**config.mk**
```make
export PLATFORM = sky130hd
export DESIGN_NAME = ser_tx_seq
export DESIGN_NICKNAME = d
export VERILOG_FILES = /design/src/rtl/ser_tx_seq.sv
export SDC_FILE = /design/constraint.sdc
export NUM_CORES = 1
export LEC_CHECK = 0
export ABC_AREA = 1
export BUFFER_PORTS_ARGS = -buffer_cell sky130_fd_sc_hd__buf_2
export CORE_MARGIN = 1.5
export CORE_UTILIZATION = 57
export CTS_BUF_LIST = sky130_fd_sc_hd__clkbuf_2 sky130_fd_sc_hd__clkbuf_4 sky130_fd_sc_hd__clkbuf_8
export CTS_CLUSTER_SIZE = 40
export DETAILED_ROUTE_END_ITERATION = 7
export PLACE_DENSITY = 0.8
export SLEW_MARGIN = 20
export SYNTH_ARGS = -nofsm -noshare
export SYNTH_HDL_FRONTEND = slang
export SYNTH_SLANG_ARGS = --single-unit
```
**constraint.sdc**
```tcl
create_clock -name clk -period 2.1 [get_ports clk]
set_clock_uncertainty 0.05 [all_clocks]
set_input_delay 0.315 -clock clk [delete_from_list [all_inputs] [get_ports clk]]
set_output_delay 0.315 -clock clk [all_outputs]
set_load 0.005 [all_outputs]
```
**src/rtl/ser_tx_seq.sv**
```systemverilog
// Bus-write-driven async serial transmitter (start, 8 data LSB first, stop) with a double-buffered byte.
// Define SER_TX_PARITY_EN to add an odd parity bit (~^data) before the stop bit.
module ser_tx_seq #(
   parameter int unsigned CLKS_PER_BIT = 16
) (
   input  logic       clk,
   input  logic       rst,
   input  logic       SSER,
   input  logic       BA13,
   input  logic       BA12,
   input  logic [3:0] BA,
   input  logic       BR_W,
   input  logic [7:0] BD,
   output logic       SDWR,
   output logic       SBSY,
   output logic       SFUL,
   output logic       SOVR
);

   localparam int unsigned      CNT_W     = (CLKS_PER_BIT > 1) ? $clog2(CLKS_PER_BIT) : 1;
   localparam logic [CNT_W-1:0] BAUD_LAST = CNT_W'(CLKS_PER_BIT - 1);
   localparam logic [CNT_W-1:0] BAUD_ONE  = CNT_W'(1);

   localparam logic [3:0] CMD_LOAD  = 4'h0;
   localparam logic [3:0] CMD_GO    = 4'h1;
   localparam logic [3:0] CMD_ABORT = 4'h2;

   typedef enum logic [2:0] {
      ST_IDLE  = 3'd0,
      ST_START = 3'd1,
      ST_DATA  = 3'd2,
`ifdef SER_TX_PARITY_EN
      ST_PAR   = 3'd3,
`endif
      ST_STOP  = 3'd4
   } state_t;

   state_t           state_q, state_d;
   logic             acc_q, acc_d;
   logic             go_pend_q, go_pend_d;
   logic             sful_q, sful_d;
   logic             sovr_q, sovr_d;
   logic             sbsy_q, sbsy_d;
   logic             sdwr_q, sdwr_d;
   logic [7:0]       hold_q, hold_d;
   logic [7:0]       shift_q, shift_d;
   logic [CNT_W-1:0] baud_q, baud_d;
   logic [2:0]       bit_cnt_q, bit_cnt_d;
`ifdef SER_TX_PARITY_EN
   logic             par_q, par_d;
`endif

   logic acc, cmd_edge, cmd_load, cmd_go, cmd_abort;
   logic bit_end, start_now;

   // One command per bus cycle: only the first cycle of a qualifying write acts.
   assign acc       = ~SSER & ~BA13 & BA12 & ~BR_W;
   assign cmd_edge  = acc & ~acc_q;
   assign cmd_load  = cmd_edge && (BA == CMD_LOAD);
   assign cmd_go    = cmd_edge && (BA == CMD_GO);
   assign cmd_abort = cmd_edge && (BA == CMD_ABORT);
   assign bit_end   = (baud_q == BAUD_LAST);
   assign start_now = (state_q == ST_IDLE) && go_pend_q && sful_q;

   always_comb begin
      // NOTE: every _d starts from its _q so no branch can leave a value unassigned and infer a latch.
      state_d   = state_q;
      acc_d     = acc;
      go_pend_d = go_pend_q;
      sful_d    = sful_q;
      sovr_d    = sovr_q;
      sbsy_d    = sbsy_q;
      sdwr_d    = sdwr_q;
      hold_d    = hold_q;
      shift_d   = shift_q;
      bit_cnt_d = bit_cnt_q;
      baud_d    = bit_end ? '0 : baud_q + BAUD_ONE;
`ifdef SER_TX_PARITY_EN
      par_d     = par_q;
`endif

      case (state_q)
         ST_IDLE: begin
            baud_d = '0;
            sdwr_d = 1'b1;
            sbsy_d = 1'b0;
            if (start_now) begin
               state_d   = ST_START;
               shift_d   = hold_q;
               sful_d    = 1'b0;
               go_pend_d = 1'b0;
               bit_cnt_d = '0;
               sdwr_d    = 1'b0;
               sbsy_d    = 1'b1;
`ifdef SER_TX_PARITY_EN
               par_d     = ~^hold_q;
`endif
            end
         end
         ST_START: begin
            if (bit_end) begin
               state_d = ST_DATA;
               sdwr_d  = shift_q[0];
            end
         end
         ST_DATA: begin
            if (bit_end) begin
               shift_d   = {1'b0, shift_q[7:1]};
               bit_cnt_d = bit_cnt_q + 3'd1;
               if (bit_cnt_q == 3'd7) begin
`ifdef SER_TX_PARITY_EN
                  state_d = ST_PAR;
                  sdwr_d  = par_q;
`else
                  state_d = ST_STOP;
                  sdwr_d  = 1'b1;
`endif
               end else begin
                  sdwr_d = shift_q[1];
               end
            end
         end
`ifdef SER_TX_PARITY_EN
         ST_PAR: begin
            if (bit_end) begin
               state_d = ST_STOP;
               sdwr_d  = 1'b1;
            end
         end
`endif
         ST_STOP: begin
            if (bit_end) begin
               state_d = ST_IDLE;
               sdwr_d  = 1'b1;
               sbsy_d  = 1'b0;
            end
         end
         default: begin
            state_d = ST_IDLE;
            sdwr_d  = 1'b1;
            sbsy_d  = 1'b0;
            baud_d  = '0;
         end
      endcase

      // A LOAD coinciding with the shifter taking the old byte refills the buffer without overrun.
      if (cmd_load) begin
         if (!sful_q || start_now) begin
            hold_d = BD;
            sful_d = 1'b1;
         end else begin
            sovr_d = 1'b1;
         end
      end

      if (cmd_go) begin
         go_pend_d = 1'b1;
      end

      if (cmd_abort) begin
         state_d   = ST_IDLE;
         sdwr_d    = 1'b1;
         sbsy_d    = 1'b0;
         sful_d    = 1'b0;
         sovr_d    = 1'b0;
         go_pend_d = 1'b0;
         baud_d    = '0;
         bit_cnt_d = '0;
      end
   end

   always_ff @(posedge clk) begin
      // NOTE: clocked blocks use non-blocking assignments so every flop samples pre-edge values.
      if (rst) begin
         state_q   <= ST_IDLE;
         acc_q     <= 1'b0;
         go_pend_q <= 1'b0;
         sful_q    <= 1'b0;
         sovr_q    <= 1'b0;
         sbsy_q    <= 1'b0;
         sdwr_q    <= 1'b1;
         baud_q    <= '0;
         bit_cnt_q <= '0;
      end else begin
         state_q   <= state_d;
         acc_q     <= acc_d;
         go_pend_q <= go_pend_d;
         sful_q    <= sful_d;
         sovr_q    <= sovr_d;
         sbsy_q    <= sbsy_d;
         sdwr_q    <= sdwr_d;
         baud_q    <= baud_d;
         bit_cnt_q <= bit_cnt_d;
      end
   end

   // NOTE: data registers carry no reset; they are only observed after SFUL or a frame start qualifies them.
   always_ff @(posedge clk) begin
      hold_q  <= hold_d;
      shift_q <= shift_d;
`ifdef SER_TX_PARITY_EN
      par_q   <= par_d;
`endif
   end

   assign SDWR = sdwr_q;
   assign SBSY = sbsy_q;
   assign SFUL = sful_q;
   assign SOVR = sovr_q;

endmodule

```
==> Word-level counts from Yosys, hierarchy flattened <==
Cells that the tools add are included.
{ "classes": {"addsub": 2, "mux": 28, "n_eq_ne": 12, "bitwise": 11, "n_reduce_logical": 23} }
{ "ops": {"columns": ["cell", "n"], "rows": [
  ["2-to-1 mux 3 bit", 7],
  ["2-to-1 mux 8 bit", 2],
  ["one-hot mux 8 bit (2 select lines)", 1],
  ["2-to-1 mux 1 bit", 14],
  ["one-hot mux 3 bit (4 select lines)", 1],
  ["inequality test 2 bit, second input constant", 5],
  ["AND reduction 2 bit", 4],
  ["inverter 1 bit", 7],
  ["== test 3 bit, second input constant", 2],
  ["one-hot mux 3 bit (2 select lines)", 1],
  ["AND reduction 3 bit", 2],
  ["nonzero test 2 bit", 3],
  ["logical AND 1 bit", 5],
  ["AND reduction 5 bit", 1],
  ["adder 4 x 1 -> 4 bit, second input constant", 1],
  ["AND 1 bit", 4],
  ["== test 4 x 1 -> 1 bit, second input constant", 1],
  ["== test 4 x 2 -> 1 bit, second input constant", 1],
  ["== test 4 bit, second input constant", 1],
  ["logical NOT 4 bit", 1],
  ["one-hot mux 1 bit (4 select lines)", 1],
  ["OR reduction 2 bit", 2],
  ["OR reduction 4 bit", 1],
  ["adder 3 x 1 -> 3 bit, second input constant", 1],
  ["7 further kinds", 7]
]} }
{ "word_totals": {"out_inout_bits": 4, "wordCells": 87, "input_bits": 18, "regBits": 32} }

==> Longest topological paths before layout <==
{ "depth": {"depth_word": 8, "depth_mapped": 9, "depth_no_buf": 9} }

==> Worst setup path before layout <==
Ideal clock, no wire load.
{ "synth_path": {"path_type": "reg-to-reg", "startpoint": "register state_q[2]", "endpoint": "register hold_q[0] (enable)", "path_slack_ps": 298, "period_less_slack_ps": 1802, "path_stages_with_launch": 8, "setup_time_ps": 383, "required_time_ps": 1667, "path_buffers": 0, "arrival_ps": 1369, "cell_sequence": "dfxtp_1 > nor2_2 > nand2_2 > inv_2 > nand2_1 > nand2_1 > inv_1 > nor3_1"} }
{ "synth_between": {"elab_chain_cells": 5} }
{ "synth_lines": {"columns": ["item", "line", "text"], "rows": [
  ["start: declaration", "38", "state_t state_q, state_d;"],
  ["start signal: assignment", "185", "state_q <= state_d;"],
  ["logical NOT 3 bit", "63", "assign start_now = (state_q == ST_IDLE) && go_pend_q && sful_q;"],
  ["logical AND 1 bit (2 in series)", "63", null],
  ["logical OR 1 bit", "148", "if (!sful_q || start_now) begin"],
  ["AND reduction 2 bit (no source line)", null, null],
  ["end signal: assignment", "199", "hold_q <= hold_d;"],
  ["end: declaration", "45", "logic [7:0] hold_q, hold_d;"]
]} }
Every way passes these cells.
A chain may end at the register's enable or synchronous reset.

==> Worst setup path after layout <==
{ "layout_path": {"startpoint": "register state_q[2]", "endpoint": "register hold_q[1] (enable)"} }
Same word-level chain as after synthesis.

==> flow_summary_export.csv <==
group,metric,value,unit
run_status,status,"finished clean",
routing,ant_nets,0,
cts,hold_buffers,0,
cells_and_area,final_nets,205,
routing,via_count,1101,
critical_path,cp_slowest_stage_delay,380,ps
die,num_rows,17,
routing,drt-initial-drc-count,23,
logic_synthesis,syn_area_per_cell,8.97,sq um
sta,fmax,618,MHz
place,dp_hpwl,1810,um
sta,tightest_slew,394,ps
critical_path,worst_ep_required_time,2110,ps
logic_synthesis,synth_area_leaders,"edfxtp_1 34%, dfxtp_1 23%, nand2_1 11%, nor2_1 7.5%, inv_1 2.9%",
cts,clk_latency,350,ps
critical_path,crit_top_cell,"nand2_1",
logic_synthesis,syn-instance-count,157,
die,pin_count,22,
place,placed_area,1540,sq um
sta,setup_tns,0,ps
place,port_buffers,21,
routing,route.detailed.drc,0,
critical_path,cp_slowest_cell,"dfxtp_1",
place,dp_slack,516,ps
sta,hold_viol,0,
die,start_util,61.8,%
global_route,grt-ovfl-total,0,
worst_hold_path,hold_class,"input port to register",
logic_synthesis,yosysUniqueCellTypes,23,
routing,post_drt_wl_per_cell,11.7,um
cts,h-tree-depth,2,
sta,fin_ws,482,ps
logic_synthesis,yosys.area.top_type_share,34.1,%
critical_path,worstPathCellList,"nor2_2 -> nand2_2 -> inv_2 -> nand2_1 -> nand2_1 -> inv_1 -> nor3_1 -> buf_4",
die,die_h,52.7,um
logic_synthesis,yosysMostFrequentCell,"nand2_1",
cells_and_area,design_area,1600,sq um
logic_synthesis,synth_nets,178,
global_route,grt_pass1_wl,4060,um
cts,cts_tree,"yes",
cells_and_area,fin_util,70.5,%
critical_path,crit_arrival,1630,ps
logic_synthesis,synth_common_cells,"43 x nand2_1, 28 x nor2_1, 16 x dfxtp_1, 16 x edfxtp_1, 11 x inv_1",
sta,fin_crit,1620,ps
sta,slew_viol_final,0,
routing,wirelength,2480,um
cells_and_area,finalNonFillerCells,213,
sta,rsz0062_at_grt,"false",
pwr,p_leak,0.690,nW
place,gp_congestion,0.875,
logic_synthesis,yosysWarnings,0,
sta,post-route-period-util,77.0,%
critical_path,worstPathMaxFanout,8,
critical_path,cp-end-kind,"register",
cts,clk_path_buf_depth,2,
global_route,antenna_found_initial,0,
logic_synthesis,async_reset_ff_share,0,%
cells_and_area,syn_to_final_growth,14.0,%
flow_run,max_cap_viol_count,0,
cts,numCtsBuffers,5,
die,coreArea,2280,sq um
cells_and_area,diodes,0,
cts,clock_sinks,32,
cts,cts.clk_slew.worst_paths,110,ps
logic_synthesis,synthesis.area,1410,sq um
critical_path,crit_type,"register to register",
logic_synthesis,netlist.top_cell.by_area,"edfxtp_1",
sta,setup-violations-final,0,
pwr,fin_total_pwr,1.34,mW
sta,relSlewSlack,73.7,%
logic_synthesis,synth_edf_count,16,
routing,viasPerCell,5.17,
critical_path,critPathLaunchType,"register",
logic_synthesis,synth_flop_cell,"edfxtp_1",
global_route,grt_max_degree,15,
die,dieArea,2780,sq um
logic_synthesis,ys_ff_latch,32,
pwr,power.density,836,nW/um^2
global_route,grt_pass1_vias,993,
global_route,grt.total_usage,21.4,%
die,die_x,52.7,um
cells_and_area,n_fill_cell,178,
pwr,ir_drop,582,uV
cts,cts_setup_buffers,0,
routing,dr.pass1.iters,5,
cts,root_buffer,"clkbuf_4",
place,place_inst,205,
cts,cts_resized,0,
logic_synthesis,ys_seq_area_share,56.9,%
cells_and_area,drive_gt1_share,23.8,%
sta,holdWs,83.7,ps
[routing by layer]
metal / vias up / GRT usage (%) / share of wire [%]
li1: 561 / - / -
met1: 487 / 23.0 / 42
met2: 46 / 36.3 / 49
met3: 7 / 7.71 / 6.9
met4: 0 / 11.5 / 2.2
met5: - / 0 / 0
[kinds of logic (layout without fill, tap and decap cells)]
kind of cell	count (synthesis)	in the layout	synth area share (%)
and+or+nand+nor	87	87	26.9
DFF	32	32	56.9
buffers and inverters	19	47	5.42
AOI/OAI and AO/OA	14	14	6.84
adders and majority gates	3	3	2.67
xor gates and xnor gates	2	2	1.24
[worst max-delay path, delay by kind of cell (launching register included)]
kind	cells	cell delay (ps)
DFF	1	380
buffers and inverters	3	340
and+or+nand+nor	5	550
[cell type report]
class,count,area [sq um],area share (%)
Clock buffer,5,37.5,2.34
Clock inverter,3,23.8,1.48
Inverter,17,63.8,3.98
Multi-Input combinational cell,106,531,33.1
Sequential cell,32,801,49.9
Tap cell,28,35.0,2.18
Timing Repair Buffer,22,113,7.02
[where the power goes]
group / total (mW) / internal (mW) / switching (mW) / leakage [nW]
registers: 0.710 / 0.686 / 0.0247 / 0.273
clock network: 0.366 / 0.131 / 0.235 / 0.0274
logic: 0.265 / 0.0923 / 0.173 / 0.389
total: 1.34 / 0.909 / 0.432 / 0.690
[state kept, by name, summed over array words and instances, names as in the netlist]
name	cells
SBSY	1
SDWR	1
SFUL	1
SOVR	1
acc_q	1
baud_q	4
bit_cnt_q	3
go_pend_q	1
hold_q	8
shift_q	8
state_q	3
[worst paths after layout]
| kind | slack (ps) | end | cells after the start | from |
|---|---|---|---|---|
| worst max-delay path | 480 | hold_q[1] | 8 | state_q[2] |
| worst min register to register | 420 | SBSY | 2 | SBSY |
| worst min-delay path | 80 | hold_q[7] | 1 | BD[7] |
| worst max register to register | 480 | hold_q[1] | 8 | state_q[2] |
[layout by cell type (no fill, tap or decap)]
master and count:
a21oi_1 6, buf_2 21, buf_4 1, clkbuf_4 5, clkinv_4 1, clkinvlp_4 2, dfxtp_1 16, edfxtp_1 16
ha_1 3, inv_1 11, inv_2 6, nand2_1 43, nand2_2 2, nand3_1 7, nand3_4 2, nand4_1 2
nor2_1 28, nor2_2 2, nor3_1 1, o21ai_0 4, o21ai_1 1, o21ai_4 1, o21bai_4 1, o22ai_1 1
xnor2_1 1, xor2_1 1
Note: power is estimated with default switching activity, not from simulation.
